**src/rtl/decoder_8b10b_pkg.sv**
```systemverilog
// Shared 8b/10b definitions: word-sync states, comma patterns, K28.5 constants
// and disparity encodings used by both the encoder and the decoder.
package decoder_8b10b_pkg;

  typedef enum logic [1:0] {
    LOSS_SYNC = 2'd0,
    ACQ1      = 2'd1,
    ACQ2      = 2'd2,
    SYNC      = 2'd3
  } sync_state_t;

  // Comma patterns as seen on bits f i e d c b a (entradas[6:0])
  localparam logic [6:0] COMMA_NEG = 7'b1111100;
  localparam logic [6:0] COMMA_POS = 7'b0000011;

  localparam logic [7:0] K28_5_BYTE = 8'hBC;
  localparam logic [9:0] K28_5_RDN  = 10'h17C;
  localparam logic [9:0] K28_5_RDP  = 10'h283;

  // Sub-block disparities are carried as 4-bit two's complement values
  localparam logic [3:0] DISP_P2 = 4'b0010;
  localparam logic [3:0] DISP_M2 = 4'b1110;

  localparam logic [15:0] ERRCNT_MAX = 16'hFFFF;

  function automatic logic is_comma(input logic [6:0] low7);
    return (low7 == COMMA_NEG) || (low7 == COMMA_POS);
  endfunction

endpackage

```
**src/rtl/decoder_8b10b_lut.sv**
```systemverilog
// Combinational 8b/10b table lookup: splits a code group into abcdei/fghj,
// decodes both sub-blocks and reports disparities and column restrictions.
module decoder_8b10b_lut
  import decoder_8b10b_pkg::*;
(
  input  logic [9:0] code,
  output logic [7:0] data,
  output logic       k,
  output logic       invalid,
  output logic [3:0] disp6,
  output logic [3:0] disp4,
  output logic       neg_only6,
  output logic       pos_only6,
  output logic       neg_only4,
  output logic       pos_only4
);

  logic [5:0] six;
  logic [3:0] four;
  logic [3:0] four_n;
  logic [4:0] x;
  logic [2:0] y;
  logic [2:0] ones6;
  logic [2:0] ones4;
  logic       v6;
  logic       v4;
  logic       k28;
  logic       kx7;
  logic       a7;
  logic       p7;
  logic       bad_disp;
  logic       kflag;

  assign six  = {code[0], code[1], code[2], code[3], code[4], code[5]};
  assign four = {code[6], code[7], code[8], code[9]};

  always_comb begin
    ones6 = 3'd0;
    ones4 = 3'd0;
    for (int i = 0; i < 6; i++) ones6 = ones6 + {2'b00, six[i]};
    for (int i = 0; i < 4; i++) ones4 = ones4 + {2'b00, four[i]};
  end

  assign disp6 = ({1'b0, ones6} << 1) - 4'd6;
  assign disp4 = ({1'b0, ones4} << 1) - 4'd4;

  always_comb begin
    x   = 5'd0;
    v6  = 1'b1;
    k28 = 1'b0;
    case (six)
      6'b100111, 6'b011000: x = 5'd0;
      6'b011101, 6'b100010: x = 5'd1;
      6'b101101, 6'b010010: x = 5'd2;
      6'b110001:            x = 5'd3;
      6'b110101, 6'b001010: x = 5'd4;
      6'b101001:            x = 5'd5;
      6'b011001:            x = 5'd6;
      6'b111000, 6'b000111: x = 5'd7;
      6'b111001, 6'b000110: x = 5'd8;
      6'b100101:            x = 5'd9;
      6'b010101:            x = 5'd10;
      6'b110100:            x = 5'd11;
      6'b001101:            x = 5'd12;
      6'b101100:            x = 5'd13;
      6'b011100:            x = 5'd14;
      6'b010111, 6'b101000: x = 5'd15;
      6'b011011, 6'b100100: x = 5'd16;
      6'b100011:            x = 5'd17;
      6'b010011:            x = 5'd18;
      6'b110010:            x = 5'd19;
      6'b001011:            x = 5'd20;
      6'b101010:            x = 5'd21;
      6'b011010:            x = 5'd22;
      6'b111010, 6'b000101: x = 5'd23;
      6'b110011, 6'b001100: x = 5'd24;
      6'b100110:            x = 5'd25;
      6'b010110:            x = 5'd26;
      6'b110110, 6'b001001: x = 5'd27;
      6'b001110:            x = 5'd28;
      6'b101110, 6'b010001: x = 5'd29;
      6'b011110, 6'b100001: x = 5'd30;
      6'b101011, 6'b010100: x = 5'd31;
      6'b001111, 6'b110000: begin
        x   = 5'd28;
        k28 = 1'b1;
      end
      default: v6 = 1'b0;
    endcase
  end

  // K28 at RD+ sends the complement of its RD- fghj, so undo that before lookup
  assign four_n = (six == 6'b110000) ? ~four : four;

  always_comb begin
    y  = 3'd0;
    v4 = 1'b1;
    a7 = 1'b0;
    p7 = 1'b0;
    case (four_n)
      4'b1011, 4'b0100: y = 3'd0;
      4'b1001:          y = 3'd1;
      4'b0101:          y = 3'd2;
      4'b1100, 4'b0011: y = 3'd3;
      4'b1101, 4'b0010: y = 3'd4;
      4'b1010:          y = 3'd5;
      4'b0110:          y = 3'd6;
      4'b1110, 4'b0001: begin
        y  = 3'd7;
        p7 = 1'b1;
      end
      4'b0111, 4'b1000: begin
        y  = 3'd7;
        a7 = 1'b1;
      end
      default: v4 = 1'b0;
    endcase
  end

  always_comb begin
    kx7 = 1'b0;
    case (six)
      6'b111010, 6'b000101, 6'b110110, 6'b001001,
      6'b101110, 6'b010001, 6'b011110, 6'b100001: kx7 = 1'b1;
      default: kx7 = 1'b0;
    endcase
  end

  assign bad_disp = !(disp6 inside {4'd0, DISP_P2, DISP_M2}) ||
                    !(disp4 inside {4'd0, DISP_P2, DISP_M2});
  assign invalid  = !v6 || !v4 || (k28 && p7) || bad_disp;
  assign kflag    = k28 || (kx7 && a7);
  assign data     = invalid ? 8'h00 : {y, x};
  assign k        = !invalid && kflag;

  assign neg_only6 = (disp6 == DISP_P2) || (six == 6'b111000);
  assign pos_only6 = (disp6 == DISP_M2) || (six == 6'b000111);
  assign neg_only4 = (disp4 == DISP_P2) || (four == 4'b1100);
  assign pos_only4 = (disp4 == DISP_M2) || (four == 4'b0011);

endmodule

```
**src/rtl/decoder_8b10b.sv**
```systemverilog
// 8b/10b decoder with running-disparity tracking and word-sync FSM.
// Optional DECODER_ERRCNT_EN adds a saturating 16-bit errored-group counter.
module decoder_8b10b
  import decoder_8b10b_pkg::*;
(
  input  logic       clk,
  input  logic       reset,
  input  logic       enb,
  input  logic [9:0] entradas,
  output logic [7:0] salidas,
  output logic       K,
  output logic       valid,
  output logic       code_err,
  output logic       disp_err,
  output logic       rd,
  output logic       sync
`ifdef DECODER_ERRCNT_EN
  ,
  output logic [15:0] err_cnt
`endif
);

  sync_state_t state;
  logic [1:0]  err_run;
  logic [7:0]  lut_data;
  logic        lut_k;
  logic        lut_invalid;
  logic [3:0]  disp6;
  logic [3:0]  disp4;
  logic        neg_only6;
  logic        pos_only6;
  logic        neg_only4;
  logic        pos_only4;
  logic        rd_mid;
  logic        rd_next;
  logic        derr;
  logic        bad;
  logic        comma;

  decoder_8b10b_lut u_lut (
    .code      (entradas),
    .data      (lut_data),
    .k         (lut_k),
    .invalid   (lut_invalid),
    .disp6     (disp6),
    .disp4     (disp4),
    .neg_only6 (neg_only6),
    .pos_only6 (pos_only6),
    .neg_only4 (neg_only4),
    .pos_only4 (pos_only4)
  );

  // The 6b sub-block is checked against the incoming RD, the 4b one against the RD it leaves
  always_comb begin
    rd_mid  = (disp6 == DISP_P2) ? 1'b1 : (disp6 == DISP_M2) ? 1'b0 : rd;
    rd_next = (disp4 == DISP_P2) ? 1'b1 : (disp4 == DISP_M2) ? 1'b0 : rd_mid;
    derr    = (rd ? neg_only6 : pos_only6) | (rd_mid ? neg_only4 : pos_only4);
    bad     = lut_invalid | derr;
    comma   = is_comma(entradas[6:0]);
  end

  assign sync = (state == SYNC);

  always_ff @(posedge clk) begin
    if (reset) begin
      salidas  <= 8'h00;
      K        <= 1'b0;
      valid    <= 1'b0;
      code_err <= 1'b0;
      disp_err <= 1'b0;
      rd       <= 1'b0;
      state    <= LOSS_SYNC;
      err_run  <= 2'd0;
    end else if (enb) begin
      salidas  <= lut_data;
      K        <= lut_k;
      valid    <= 1'b1;
      code_err <= lut_invalid;
      disp_err <= derr;
      rd       <= rd_next;
      case (state)
        LOSS_SYNC: if (comma && !bad) state <= ACQ1;
        ACQ1: begin
          if (bad)        state <= LOSS_SYNC;
          else if (comma) state <= ACQ2;
        end
        ACQ2: begin
          if (bad)        state <= LOSS_SYNC;
          else if (comma) state <= SYNC;
        end
        SYNC: begin
          if (!bad) begin
            err_run <= 2'd0;
          end else if (err_run == 2'd3) begin
            err_run <= 2'd0;
            state   <= LOSS_SYNC;
          end else begin
            err_run <= err_run + 2'd1;
          end
        end
        default: state <= LOSS_SYNC;
      endcase
    end else begin
      valid <= 1'b0;
    end
  end

`ifdef DECODER_ERRCNT_EN
  always_ff @(posedge clk) begin
    if (reset) begin
      err_cnt <= 16'h0000;
    end else if (enb && bad && (err_cnt != ERRCNT_MAX)) begin
      err_cnt <= err_cnt + 16'd1;
    end
  end
`endif

endmodule
```
**config.mk**
```make
export PLATFORM = sky130hd
export DESIGN_NAME = decoder_8b10b
export DESIGN_NICKNAME = d
export VERILOG_FILES = /design/src/rtl/decoder_8b10b_pkg.sv /design/src/rtl/decoder_8b10b_lut.sv /design/src/rtl/decoder_8b10b.sv
export SDC_FILE = /design/constraint.sdc
export NUM_CORES = 1
export LEC_CHECK = 0
export BUFFER_PORTS_ARGS = -buffer_cell sky130_fd_sc_hd__clkbuf_2
export CAP_MARGIN = 20
export CORE_MARGIN = 1
export CORE_UTILIZATION = 61
export CTS_CLUSTER_SIZE = 30
export DETAILED_ROUTE_END_ITERATION = 16
export HOLD_SLACK_MARGIN = 0.15
export PLACE_DENSITY = 0.8
export SETUP_SLACK_MARGIN = 0.1
export SLEW_MARGIN = 20
export SYNTH_ARGS = -nofsm -noshare
export SYNTH_HDL_FRONTEND = slang
export SYNTH_HIERARCHICAL = 1
export SYNTH_SLANG_ARGS = --single-unit
```
**constraint.sdc**
```tcl
create_clock -name clk -period 6.92 [get_ports clk]
set_input_delay 0.692 -clock clk [delete_from_list [all_inputs] [get_ports clk]]
set_output_delay 0.692 -clock clk [all_outputs]
set_load 0.01 [all_outputs]
```
* Yosys cells after proc, flatten, opt, wreduce, memory -nomap -nowiden
Cells that the tools add are included.
** Operators by class
- $add $sub $neg :: 11
- Equal/unequal tests :: 79
- Multiplexer cells :: 27
- Bitwise logic cells :: 3
- Reductions and logical operators :: 50
** Operators with widths (number)
- one-hot mux 5 bit (31 select lines) :: 1
- equality test 6 bit (second input constant) :: 24
- equality test 6 x 5 -> 1 bit (second input constant) :: 14
- OR reduction 48 bit :: 1
- equality test 6 x 4 -> 1 bit (second input constant) :: 7
- equality test 4 bit (second input constant) :: 10
- OR reduction 2 bit :: 18
- one-hot mux 3 bit (7 select lines) :: 1
- equality test 4 x 2 -> 1 bit (second input constant) :: 5
- adder 3 x 1 -> 3 bit :: 6
- equality test 6 x 3 -> 1 bit (second input constant) :: 3
- 2-to-1 mux 2 bit :: 9
- equality test 4 x 3 -> 1 bit (second input constant) :: 4
- OR reduction 14 bit :: 1
- 2-to-1 mux 1 bit :: 13
- logical OR 1 bit :: 10
- zero test 4 bit :: 2
- 2-to-1 mux 8 bit :: 1
- one-hot mux 2 bit (4 select lines) :: 1
- OR reduction 8 bit :: 1
- subtractor 4 x 3 -> 4 bit (second input constant) :: 2
- equality test 7 x 2 -> 1 bit (second input constant) :: 1
- equality test 7 bit (second input constant) :: 1
- equality test 2 bit (second input constant) :: 3
- 18 further kinds :: 31
** Storage, ports and cells
- Bits in registers :: 17
- Input bits :: 13

* Logic depth before layout (Yosys ltp)
Gate-level depths: netlist of run 1.
- Depth in word-level cells :: 16
- Depth in mapped cells :: 20
- Depth with buffers taken out :: 19

* Cells and area by module
Netlist of run 1, hierarchy kept.
** Modules (own cells, without submodules)
- decoder_8b10b_lut :: times used 1, cells each 225, area an instance 1544.0 um2, seq. area each 0.0 um2
- decoder_8b10b :: times used 1, cells each 86, area an instance 838.3 um2, seq. area each 340.3 um2

* Worst setup path after synthesis of run 1
OpenSTA, ideal clock, no wires.
- Path type :: input port to flip-flop
- From :: input port entradas[0]
- To :: register state[1]
- Arrival time :: 4.330 ns
- Required time :: 6.847 ns
- Path slack :: 2.516 ns
- Cell stages on the path :: 18
- Cells stage by stage :: fa_1 -> inv_1 -> fa_1 -> inv_1 -> ha_1 -> inv_1 -> fa_1 -> inv_1 -> ha_1 -> xnor2_1 -> o21ai_0 -> a222oi_1 -> nand2_2 -> a21o_1 -> nor3_1 -> mux2i_1 -> a21boi_1 -> nor3_2
** On the way
- Word-level cells in the longest chain between the ends :: 14
- Elaborated cells on any way between the ends :: 106
** RTL lines
- from (decl) :: RTL line decoder_8b10b.sv:9 : input logic [9:0] entradas,
- parallel branches: the longest is 8 deep, another holds subtractor 4 x 3 -> 4 bit
- logical OR 1 bit * :: RTL line decoder_8b10b_lut.sv:131 : assign invalid = !v6 || !v4 || (k28 && p7) || bad_disp;
- named net lut_invalid :: RTL line decoder_8b10b.sv:27 : logic lut_invalid;
- OR 1 bit * :: RTL line decoder_8b10b.sv:58 : bad = lut_invalid | derr;
- zero test 1 bit
- logical AND 1 bit :: RTL line decoder_8b10b.sv:82 : LOSS_SYNC: if (comma && !bad) state <= ACQ1;
- != test 2 bit (no line)
- AND reduction 6 bit (no line)
- to (signal assigned) :: RTL line decoder_8b10b.sv:82
- to (signal assigned) :: RTL line decoder_8b10b.sv:84 : if (bad) state <= LOSS_SYNC;
- to (signal assigned) :: RTL line decoder_8b10b.sv:85 : else if (comma) state <= ACQ2;
- to (decl) :: RTL line decoder_8b10b.sv:23 : sync_state_t state;
Mark *: on every way through the listed nets, which the timed path passes.
A chain may end at the register's enable or synchronous reset.

* Worst setup path after layout of run 1
- From :: input port entradas[3]
- To :: register state[1]
** On the way
- Word-level cells in the longest chain between the ends :: 15
- Elaborated cells on any way between the ends :: 109
** RTL lines
- adder 3 x 1 -> 3 bit (4 in series) :: RTL line decoder_8b10b_lut.sv:40 : for (int i = 0; i < 6; i++) ones6 = ones6 + {2'b00, six[i]};
- subtractor 4 x 3 -> 4 bit :: RTL line decoder_8b10b_lut.sv:44 : assign disp6 = ({1'b0, ones6} << 1) - 4'd6;
- equality test 4 x 2 -> 1 bit (tied with other cells) :: RTL line decoder_8b10b_lut.sv:129 : assign bad_disp = !(disp6 inside {4'd0, DISP_P2, DISP_M2}) ||
- nonzero test 3 bit :: RTL line decoder_8b10b_lut.sv:129
- zero test 1 bit :: RTL line decoder_8b10b_lut.sv:129
- logical OR 1 bit :: RTL line decoder_8b10b_lut.sv:129
- logical OR 1 bit * :: RTL line decoder_8b10b_lut.sv:131
- named net lut_invalid :: RTL line decoder_8b10b.sv:27
- OR 1 bit * :: RTL line decoder_8b10b.sv:58
- zero test 1 bit
- logical AND 1 bit :: RTL line decoder_8b10b.sv:82
- != test 2 bit (no line)
- AND reduction 6 bit (no line)
Mark *: on every way through the listed nets, which the timed path passes. The rest lies on a longest branch.

==> impl_metrics.csv, run 1 <==
group,metric,value,unit
global_route,grt_pass1_vias,2030,
clock_network,clk_root_buffer_cell,"clkbuf_8",
clock_network,clk_pin_slew,70,ps
global_route,antenna_found_initial,0,
route,wl,5903,um
route,vias,2395,
clock_network,cts_setup_buffers,0,
sta,setup_tns,0,ps
floorplanning,num_rows,22,
finish,antenna_cells,0,
critical_path,cp_slowest_cell,"fa_1",
critical_path,cp_num_buf_inv,5,
route,wl_per_cell,16.26,um
synth,ys_types,74,
power_and_ir_drop,power_frac_comb,52.3,%
floorplanning,num_io_pins,27,
route,first_iter_violations,324,
sta,worst_pin_slew,697.1,ps
critical_path,end_kind,"register",
synth,ys.flop_type,"dfxtp_1",
critical_path,critical_path.cell_chain,"clkbuf_2 > fa_1 > inv_1 > fa_1 > inv_1 > ha_1 > inv_1 > fa_1 > inv_1 > ha_1 > xnor2_1 > o21ai_0 > a222oi_1 > nand2_2 > a21o_1 > nor3_1 > mux2i_1 > a21boi_1 > nor3_2",
placement,io_buffers,26,
floorplanning,core_area,0.003716,mm^2
critical_path,cp_common_cell,"inv_1",
critical_path,worstPathRequired,7100,ps
clock_network,cts_tree,"built",
sta,fin_crit_sh,72.03,%
global_route,grt_max_degree,34,
sta,finalHoldWorstSlack,485.8,ps
sta,slew_headroom,53.41,%
sta,setup_violations,0,
power_and_ir_drop,power_density,153.1,mW/mm^2
critical_path,worst-path-max-fanout,30,
synth,syn_inst,311,
finish,syn2layout_area_growth,3.361,%
global_route,grt_first_pass_wirelength,9901,um
placement,dp_hpwl,4212,um
floorplanning,fp.dieH,64.50,um
finish,n_fill_cell,338,
power_and_ir_drop,power_frac_seq,28.8,%
synth,synth_warnings,6,
synth,async_flop_share,0,%
clock_network,cts_resized,0,
route,dr.pass1.iters,5,
finish,final_common_cell,"nor2_1",
critical_path,max_stage_delay,520,ps
route,detail-route-antenna-nets,0,
sta,finalMaxSlewViolations,0,
power_and_ir_drop,intPower,219.5,uW
sta,finalHoldViolations,0,
global_route,grt_use_total,29.40,%
clock_network,cts-htree-levels,1,
sta,fmax,200.6,MHz
finish,fin_nets,347,
floorplanning,die_w,64.50,um
finish,drive_gt1_share,15.56,%
clock_network,clockBufferDepth,2,
clock_network,worstSkewPairLatency,250,ps
power_and_ir_drop,p_leak,0.9994,nW
critical_path,crit_arrival,5170,ps
sta,clock_skew,0.4465,ps
critical_path,crit_family,"adder cells",
synth,netlist_area,0.002382,mm^2
clock_network,ctsHoldBuffers,0,
job,maxCapViolCount,0,
power_and_ir_drop,fin_total_pwr,376.9,uW
power_and_ir_drop,clockPowerShare,18.9,%
power_and_ir_drop,power_switching,157.4,uW
synth,post_synth.cell_area_avg,7.660,um^2
critical_path,critPathKind,"primary input to register",
power_and_ir_drop,swShare,41.75,%
finish,final_util,66.26,%
global_route,overflow,0,
finish,final_cell_mix,"nor2_1, clkbuf_2, inv_1",
route,via_per_inst,6.598,
floorplanning,die-area,0.004160,mm^2
power_and_ir_drop,ir_worst_vdd,0.0001645,V
synth,synth_edf_count,0,
critical_path,reg2reg_setup_slack,5270,ps
placement,gp_congestion,0.9444,
synth,ys_seq_area_share,14.29,%
hold_path,worstHoldPathType,"register to register",
sta,finalCriticalPeriod,4984,ps
floorplanning,start_util,64.11,%
route,drc,0,
synth,ys_seq_elements,17,
critical_path,start_kind,"primary input",
clock_network,cts_inserted_buffers,3,
sta,rsz0062_at_grt,"false",
clock_network,clock_sinks,17,
outcome,run_status,"finished clean",
## cell usage after synthesis (4+ instances only)
cell / number / area (um^2)
buf_4: 6 / 45.04
a211oi_1: 7 / 52.55
inv_1: 21 / 78.83
a31oi_1: 6 / 37.54
clkbuf_1: 6 / 22.52
o22ai_1: 5 / 31.28
nand2b_1: 9 / 56.30
nor3_1: 12 / 60.06
ha_1: 14 / 175.2
nor2_1: 27 / 101.4
mux2i_1: 15 / 150.1
fa_1: 4 / 80.08
o21ai_0: 14 / 70.07
nor2b_1: 4 / 25.02
dfxtp_1: 17 / 340.3
nand3b_1: 12 / 90.09
nand2_1: 17 / 63.81
nand3_1: 5 / 25.02
a21oi_1: 18 / 90.09
buf_2: 11 / 55.05
## through the flow
step                      instances  area [um^2]  setup slack (ps)
final                           363         2462              1936
after global placement          359         2416              1930
after detailed placement        359         2416              1725
after CTS                       363         2462              1990
after global routing            363         2462              1563
after floorplan                 312         2386              2517
## final timing paths
path	startpoint	end	cells after the start
max reg2reg	rd$_SDFFE_PP0P_	state[1]$_SDFFE_PP0P_	5
min	err_run[1]$_SDFFE_PP0P_	err_run[1]$_SDFFE_PP0P_	2
max	entradas[3]	state[1]$_SDFFE_PP0P_	19
min reg2reg	err_run[1]$_SDFFE_PP0P_	err_run[1]$_SDFFE_PP0P_	2
## area by class of cell
type                       instances  area (um^2)  share of cell area [%]
clock buffer                       3        41.29                   1.677
clock inverter                     1        5.005                  0.2033
inverter                          21        78.83                   3.201
multi-input combinational        247         1807                   73.37
sequential                        17        340.3                   13.82
tap                               48        60.06                   2.439
timing repair buffer              26        130.1                   5.285
## power by group through the flow
stage / clock [mW] / sequential [mW] / combinational (mW)
final: 0.0712 / 0.109 / 0.197
after global placement: 0 / 0.111 / 0.190
after CTS: 0.0730 / 0.109 / 0.194
after global routing: 0.0775 / 0.109 / 0.218
after detailed placement: 0 / 0.111 / 0.193
after floorplan: 0 / 0.113 / 0.151
## worst reg2reg max path, cell delays in order (launching register included)
cell and delay (ps):
dfxtp_1 390, a21boi_1 190, a211oi_4 290, mux2i_1 370, a21boi_1 230, nor3_2 60
## metal layers
metal / vias up / track usage [%] / wire (um)
met5: - / 0 / 0
met4: 0 / 5.833 / 38
met3: 6 / 2.113 / 544
met2: 142 / 44.87 / 2619
met1: 1099 / 44.91 / 2701
li1: 1148 / - / -
## sequential cells by signal, summed over array words and instances (netlist names)
signal and flops:
rd 1, valid 1, state 2, code_err 1, K 1, salidas 8
err_run 2, disp_err 1
## logic make-up (layout without fill, tap and decap cells)
| logic type | count (synthesis) | after routing | share of synthesized area, % |
|---|---|---|---|
| simple gates | 116 | 116 | 28.73 |
| compound gates | 91 | 91 | 27.73 |
| mux | 17 | 17 | 7.248 |
| buf+inv | 48 | 51 | 10.03 |
| other cells | 1 | 2 | 0.1574 |
| flops | 17 | 17 | 14.29 |
| fa+ha+maj | 18 | 18 | 10.71 |
| xor+xnor | 3 | 3 | 1.103 |
Note: power is estimated with default switching activity, not from simulation.
==> inputs of run 2 (changes only) <==
Settings changed: CORE_UTILIZATION 61 to 60, PLACE_DENSITY 0.8 to 0.79.
Clock period 6.92 ns to 4.63 ns, I/O delays scaled along.
==> impl_metrics.csv, run 2 (synthesized netlist as in run 1, its figures left out) <==
group,metric,value,unit
outcome,run_status,"finished clean",
finish,fin_nets,353,
finish,final_common_cell,"nor2_1",
clock_network,cts-htree-levels,1,
sta,finalHoldViolations,0,
clock_network,worstSkewPairLatency,260,ps
clock_network,clk_root_buffer_cell,"clkbuf_8",
floorplanning,num_rows,22,
sta,fin_ws,465.5,ps
critical_path,worstPathRequired,4820,ps
critical_path,worst-path-max-fanout,6,
critical_path,start_kind,"primary input",
sta,finalCriticalPeriod,4165,ps
global_route,grt_pass1_vias,2072,
clock_network,cts_setup_buffers,0,
critical_path,r2r_start,"rd$_SDFFE_PP0P_",
clock_network,cts_resized,0,
floorplanning,die-area,0.004226,mm^2
sta,worst_pin_slew,702.6,ps
global_route,overflow,0,
job,maxCapViolCount,0,
sta,setup_tns,0,ps
critical_path,crit_start,"entradas[0]",
clock_network,clk_pin_slew,70,ps
floorplanning,core_area,0.003744,mm^2
floorplanning,fp.dieH,65.01,um
finish,final_cell_mix,"nor2_1, clkbuf_2, inv_1",
placement,dp_hpwl,4148,um
clock_network,clockBufferDepth,2,
sta,slew_headroom,53.04,%
clock_network,cts_tree,"built",
critical_path,critPathKind,"primary input to register",
finish,antenna_cells,0,
sta,finalMaxSlewViolations,0,
global_route,grt_first_pass_wirelength,9625,um
sta,rsz0062_at_grt,"false",
global_route,antenna_found_initial,0,
route,via_per_inst,6.442,
route,dr.pass1.iters,6,
clock_network,ctsHoldBuffers,0,
floorplanning,die_w,65.01,um
clock_network,cts_inserted_buffers,3,
power_and_ir_drop,p_leak,1.024,nW
global_route,grt_use_total,28.70,%
hold_path,worstHoldPathType,"register to register",
floorplanning,num_io_pins,27,
sta,clock_skew,1.025,ps
power_and_ir_drop,power_density,230.8,mW/mm^2
clock_network,clock_sinks,17,
global_route,grt_max_degree,33,
route,vias,2377,
finish,regMostFlops,"salidas",
route,first_iter_violations,261,
hold_path,worstHoldStart,"err_run[1]$_SDFFE_PP0P_",
route,wl,5733,um
finish,largestRegisters,"salidas x8, err_run x2, state x2",
route,detail-route-antenna-nets,0,
critical_path,crit_arrival,4350,ps
sta,fin_crit_sh,89.95,%
sta,fmax,240.1,MHz
finish,drive_gt1_share,17.13,%
sta,setup_violations,0,
placement,gp_congestion,0.9232,
power_and_ir_drop,ir_worst_vdd,0.0001709,V
route,wl_per_cell,15.54,um
critical_path,end_kind,"register",
placement,pre_cts_slack,180.8,ps
route,drc,0,
floorplanning,start_util,63.64,%
finish,largest_reg_flops,8,
critical_path,reg2reg_setup_slack,3000,ps
finish,final_util,67.05,%
finish,syn2layout_area_growth,5.357,%
placement,io_buffers,26,
==> run 2: cell types whose count changed in the layout (fill, tap and decap cells not counted) <==
cell,previous run,this run
buf_4,0,6
clkinv_2,1,0
clkinvlp_4,0,1
==> run 2: critical path: stages <==
cell and delay, ps:
clkbuf_2 140, fa_1 540, inv_1 50, fa_1 420, inv_1 70, ha_1 130
inv_1 40, fa_1 500, inv_1 80, ha_1 190, xnor2_1 150, inv_1 140
nand2_1 90, a222oi_1 410, nand2_2 90, a21o_1 200, nor3_1 190, mux2i_1 170
a21boi_1 170, nor3_2 130
==> run 2: per-layer routing <==
metal	wire length (um)	global-route usage, %
met5	0	0
met4	110	9.783
met3	350	2.993
met2	2651	44.92
met1	2621	40.64
==> run 2: stage by stage <==
stage / hold slack (ps) / total power, mW / std cells / cell area (um^2)
global route: 496.3 / 0.6206 / 369 / 2510
CTS: 463.0 / 0.5808 / 369 / 2510
finish: 460.8 / 0.5793 / 369 / 2510
floorplan: 435.6 / 0.3946 / 312 / 2386
detailed placement: 452.7 / 0.4645 / 365 / 2461
global placement: 445.6 / 0.4584 / 365 / 2461
==> run 2: final cells by class <==
cell class	count	area [um^2]
Clock inverter	1	7.507
Multi-Input combinational cell	247	1807
Fill cell	354	1234
Tap cell	48	60.06
Timing Repair Buffer	32	175.2
Clock buffer	3	41.29
Inverter	21	78.83
Sequential cell	17	340.3
==> run 2: final timing paths <==
check / endpoint / depth (start not counted)
setup / recovery: state[1]$_SDFFE_PP0P_ / 20
hold / removal: err_run[1]$_SDFFE_PP0P_ / 2
setup reg to reg: state[1]$_SDFFE_PP0P_ / 5
hold reg to reg: err_run[1]$_SDFFE_PP0P_ / 2
==> run 2: where the power goes <==
part	internal, mW	switching, mW	total (mW)
clock	0.0606	0.0544	0.115
combinational	0.123	0.179	0.302
sequential	0.155	0.00676	0.162
total	0.339	0.240	0.579
==> inputs of run 3 (changes only) <==
Settings changed: ABC_AREA set to 0, CORE_ASPECT_RATIO set to 0.7.
==> impl_metrics.csv, run 3 (synthesized netlist as in run 1, its figures left out) <==
group,metric,value,unit
power_and_ir_drop,swShare,42.03,%
route,wl_met2,2642,um
critical_path,cp_slowest_cell,"fa_1",
clock_network,clock_sinks,17,
critical_path,worst-path-max-fanout,6,
critical_path,worstRegToRegCells,5,
critical_path,worstPathRequired,4810,ps
power_and_ir_drop,intPower,344.3,uW
critical_path,reg2reg_setup_slack,2950,ps
hold_path,hold_depth,2,
route,first_iter_violations,279,
hold_path,min_to,"err_run[1]$_SDFFE_PP0P_",
finish,syn2layout_area_growth,5.620,%
job,maxCapViolCount,0,
critical_path,crit_arrival,4430,ps
clock_network,cts_tree,"built",
critical_path,max_stage_delay,550,ps
power_and_ir_drop,power_density,236.0,mW/mm^2
critical_path,r2r_start,"rd$_SDFFE_PP0P_",
clock_network,clk_root_buffer_cell,"clkbuf_8",
critical_path,start_kind,"primary input",
power_and_ir_drop,p_leak,1.031,nW
sta,finalHoldViolations,0,
power_and_ir_drop,clockPowerShare,19.1,%
route,wl,6171,um
hold_path,worstHoldStart,"err_run[1]$_SDFFE_PP0P_",
global_route,grt_use_total,29.32,%
critical_path,cp_common_cell,"inv_1",
finish,largestRegisters,"salidas x8, err_run x2, state x2",
clock_network,clockBufferDepth,2,
sta,fmax,235.8,MHz
floorplanning,fp.dieH,54.72,um
floorplanning,num_rows,18,
global_route,grt_first_pass_wirelength,9880,um
sta,fin_crit_sh,91.61,%
power_and_ir_drop,power_frac_comb,53.6,%
power_and_ir_drop,ir_worst_vdd,0.0001970,V
route,drc,0,
floorplanning,core_area,0.003649,mm^2
power_and_ir_drop,power_switching,249.6,uW
global_route,grt_pass1_vias,2036,
placement,dp_hpwl,4540,um
route,top_layer_used,"met4",
sta,worst_pin_slew,703.9,ps
route,dr.pass1.iters,6,
route,detail-route-antenna-nets,0,
clock_network,clk_pin_slew,70,ps
finish,regMostFlops,"salidas",
clock_network,worstSkewPairLatency,250,ps
sta,setup_violations,0,
critical_path,critPathKind,"primary input to register",
floorplanning,die-area,0.004231,mm^2
hold_path,worstHoldPathType,"register to register",
placement,io_buffers,26,
finish,final_common_cell,"nor2_1",
power_and_ir_drop,power_frac_seq,27.3,%
route,wl_met3,503,um
route,wl_per_cell,16.63,um
sta,clock_skew,0.2716,ps
finish,largest_reg_flops,8,
placement,gp_congestion,0.8998,
finish,drive_gt1_share,17.45,%
clock_network,cts-htree-levels,1,
route,m1WireLength,2982,um
sta,finalMaxSlewViolations,0,
sta,slew_headroom,52.95,%
global_route,grt_max_degree,33,
floorplanning,start_util,65.29,%
global_route,overflow,0,
critical_path,critical_path.cell_chain,"clkbuf_2 > fa_1 > inv_1 > fa_1 > inv_1 > ha_1 > inv_1 > fa_1 > inv_1 > ha_1 > xnor2_2 > inv_2 > nand2_1 > a222oi_1 > nand2_2 > a21o_1 > nor3_1 > mux2i_1 > a21boi_1 > nor3_2",
sta,finalCriticalPeriod,4242,ps
sta,setup_tns,0,ps
clock_network,cts_setup_buffers,0,
sta,rsz0062_at_grt,"false",
critical_path,r2r_end,"state[1]$_SDFFE_PP0P_",
floorplanning,num_io_pins,27,
finish,fin_area,0.002516,mm^2
global_route,antenna_found_initial,0,
critical_path,end_kind,"register",
clock_network,cts_inserted_buffers,3,
finish,antenna_cells,0,
route,vias,2422,
finish,fin_nets,353,
placement,place_area,0.002464,mm^2
floorplanning,die_w,77.32,um
route,via_per_inst,6.528,
finish,final_cell_mix,"nor2_1, clkbuf_2, inv_1",
outcome,run_status,"finished clean",
[run 3: cell count changes in the layout (fill, tap and decap cells not counted)]
cell        before  now
clkbuf_1         0    1
inv_1           21   20
inv_2            0    1
xnor2_1          2    1
clkinvlp_4       1    0
xnor2_2          0    1
[run 3: critical path, delay by kind of cell]
kind	cells	cell delay, ps
buffers and inverters	6	480
xor gates and xnor gates	1	160
adders and majority gates	5	1850
and+or+nand+nor	4	520
muxes	1	170
AOI/OAI and AO/OA	3	790
[run 3: area by class of cell]
class / instances / area, um^2
multi-input combinational: 247 / 1814
clock buffer: 4 / 45.04
fill: 327 / 1132
timing repair buffer: 32 / 175.2
tap: 50 / 62.56
sequential: 17 / 340.3
inverter: 21 / 78.83
[run 3: worst max-delay path by stage]
stage,start,to
after floorplan,entradas[0],state[1]$_SDFFE_PP0P_
after detailed placement,entradas[0],state[1]$_SDFFE_PP0P_
after global placement,entradas[0],state[1]$_SDFFE_PP0P_
final,entradas[0],state[1]$_SDFFE_PP0P_
after global routing,entradas[0],state[1]$_SDFFE_PP0P_
after CTS,entradas[0],state[1]$_SDFFE_PP0P_
[run 3: power by group through the flow]
stage               registers (mW)  logic (mW)  clock network [mW]
floorplan                    0.169       0.226                   0
finish                       0.162       0.318               0.113
detailed placement           0.165       0.304                   0
CTS                          0.162       0.307               0.113
global route                 0.163       0.351               0.119
global placement             0.165       0.297                   0
[run 3: stage by stage]
step | utilization [%] | worst slack (ps) | hold slack (ps) | cells | power (mW)
3_3_place_gp | 67.52 | 305.9 | 444.8 | 367 | 0.4624
6_report | 68.96 | 388.5 | 465.0 | 371 | 0.5939
3_5_place_dp | 67.52 | 140.6 | 458.6 | 367 | 0.4693
4_1_cts | 68.76 | 358.0 | 468.5 | 371 | 0.5815
2_1_floorplan | - | 455.5 | 435.6 | 312 | 0.3946
5_1_grt | 68.96 | 90.25 | 480.8 | 371 | 0.6328
[run 3: routing by layer]
metal | up-vias | GRT usage [%]
li1 | 1166 | -
met1 | 1124 | 43.48
met2 | 126 | 45.43
met3 | 6 | 4.833
met4 | 0 | 3.459
met5 | - | 0
[run 3: timing repair]
action	CTS	global route
hold buffers	0	0
resized for setup	0	2
setup endpoints to repair	0	2
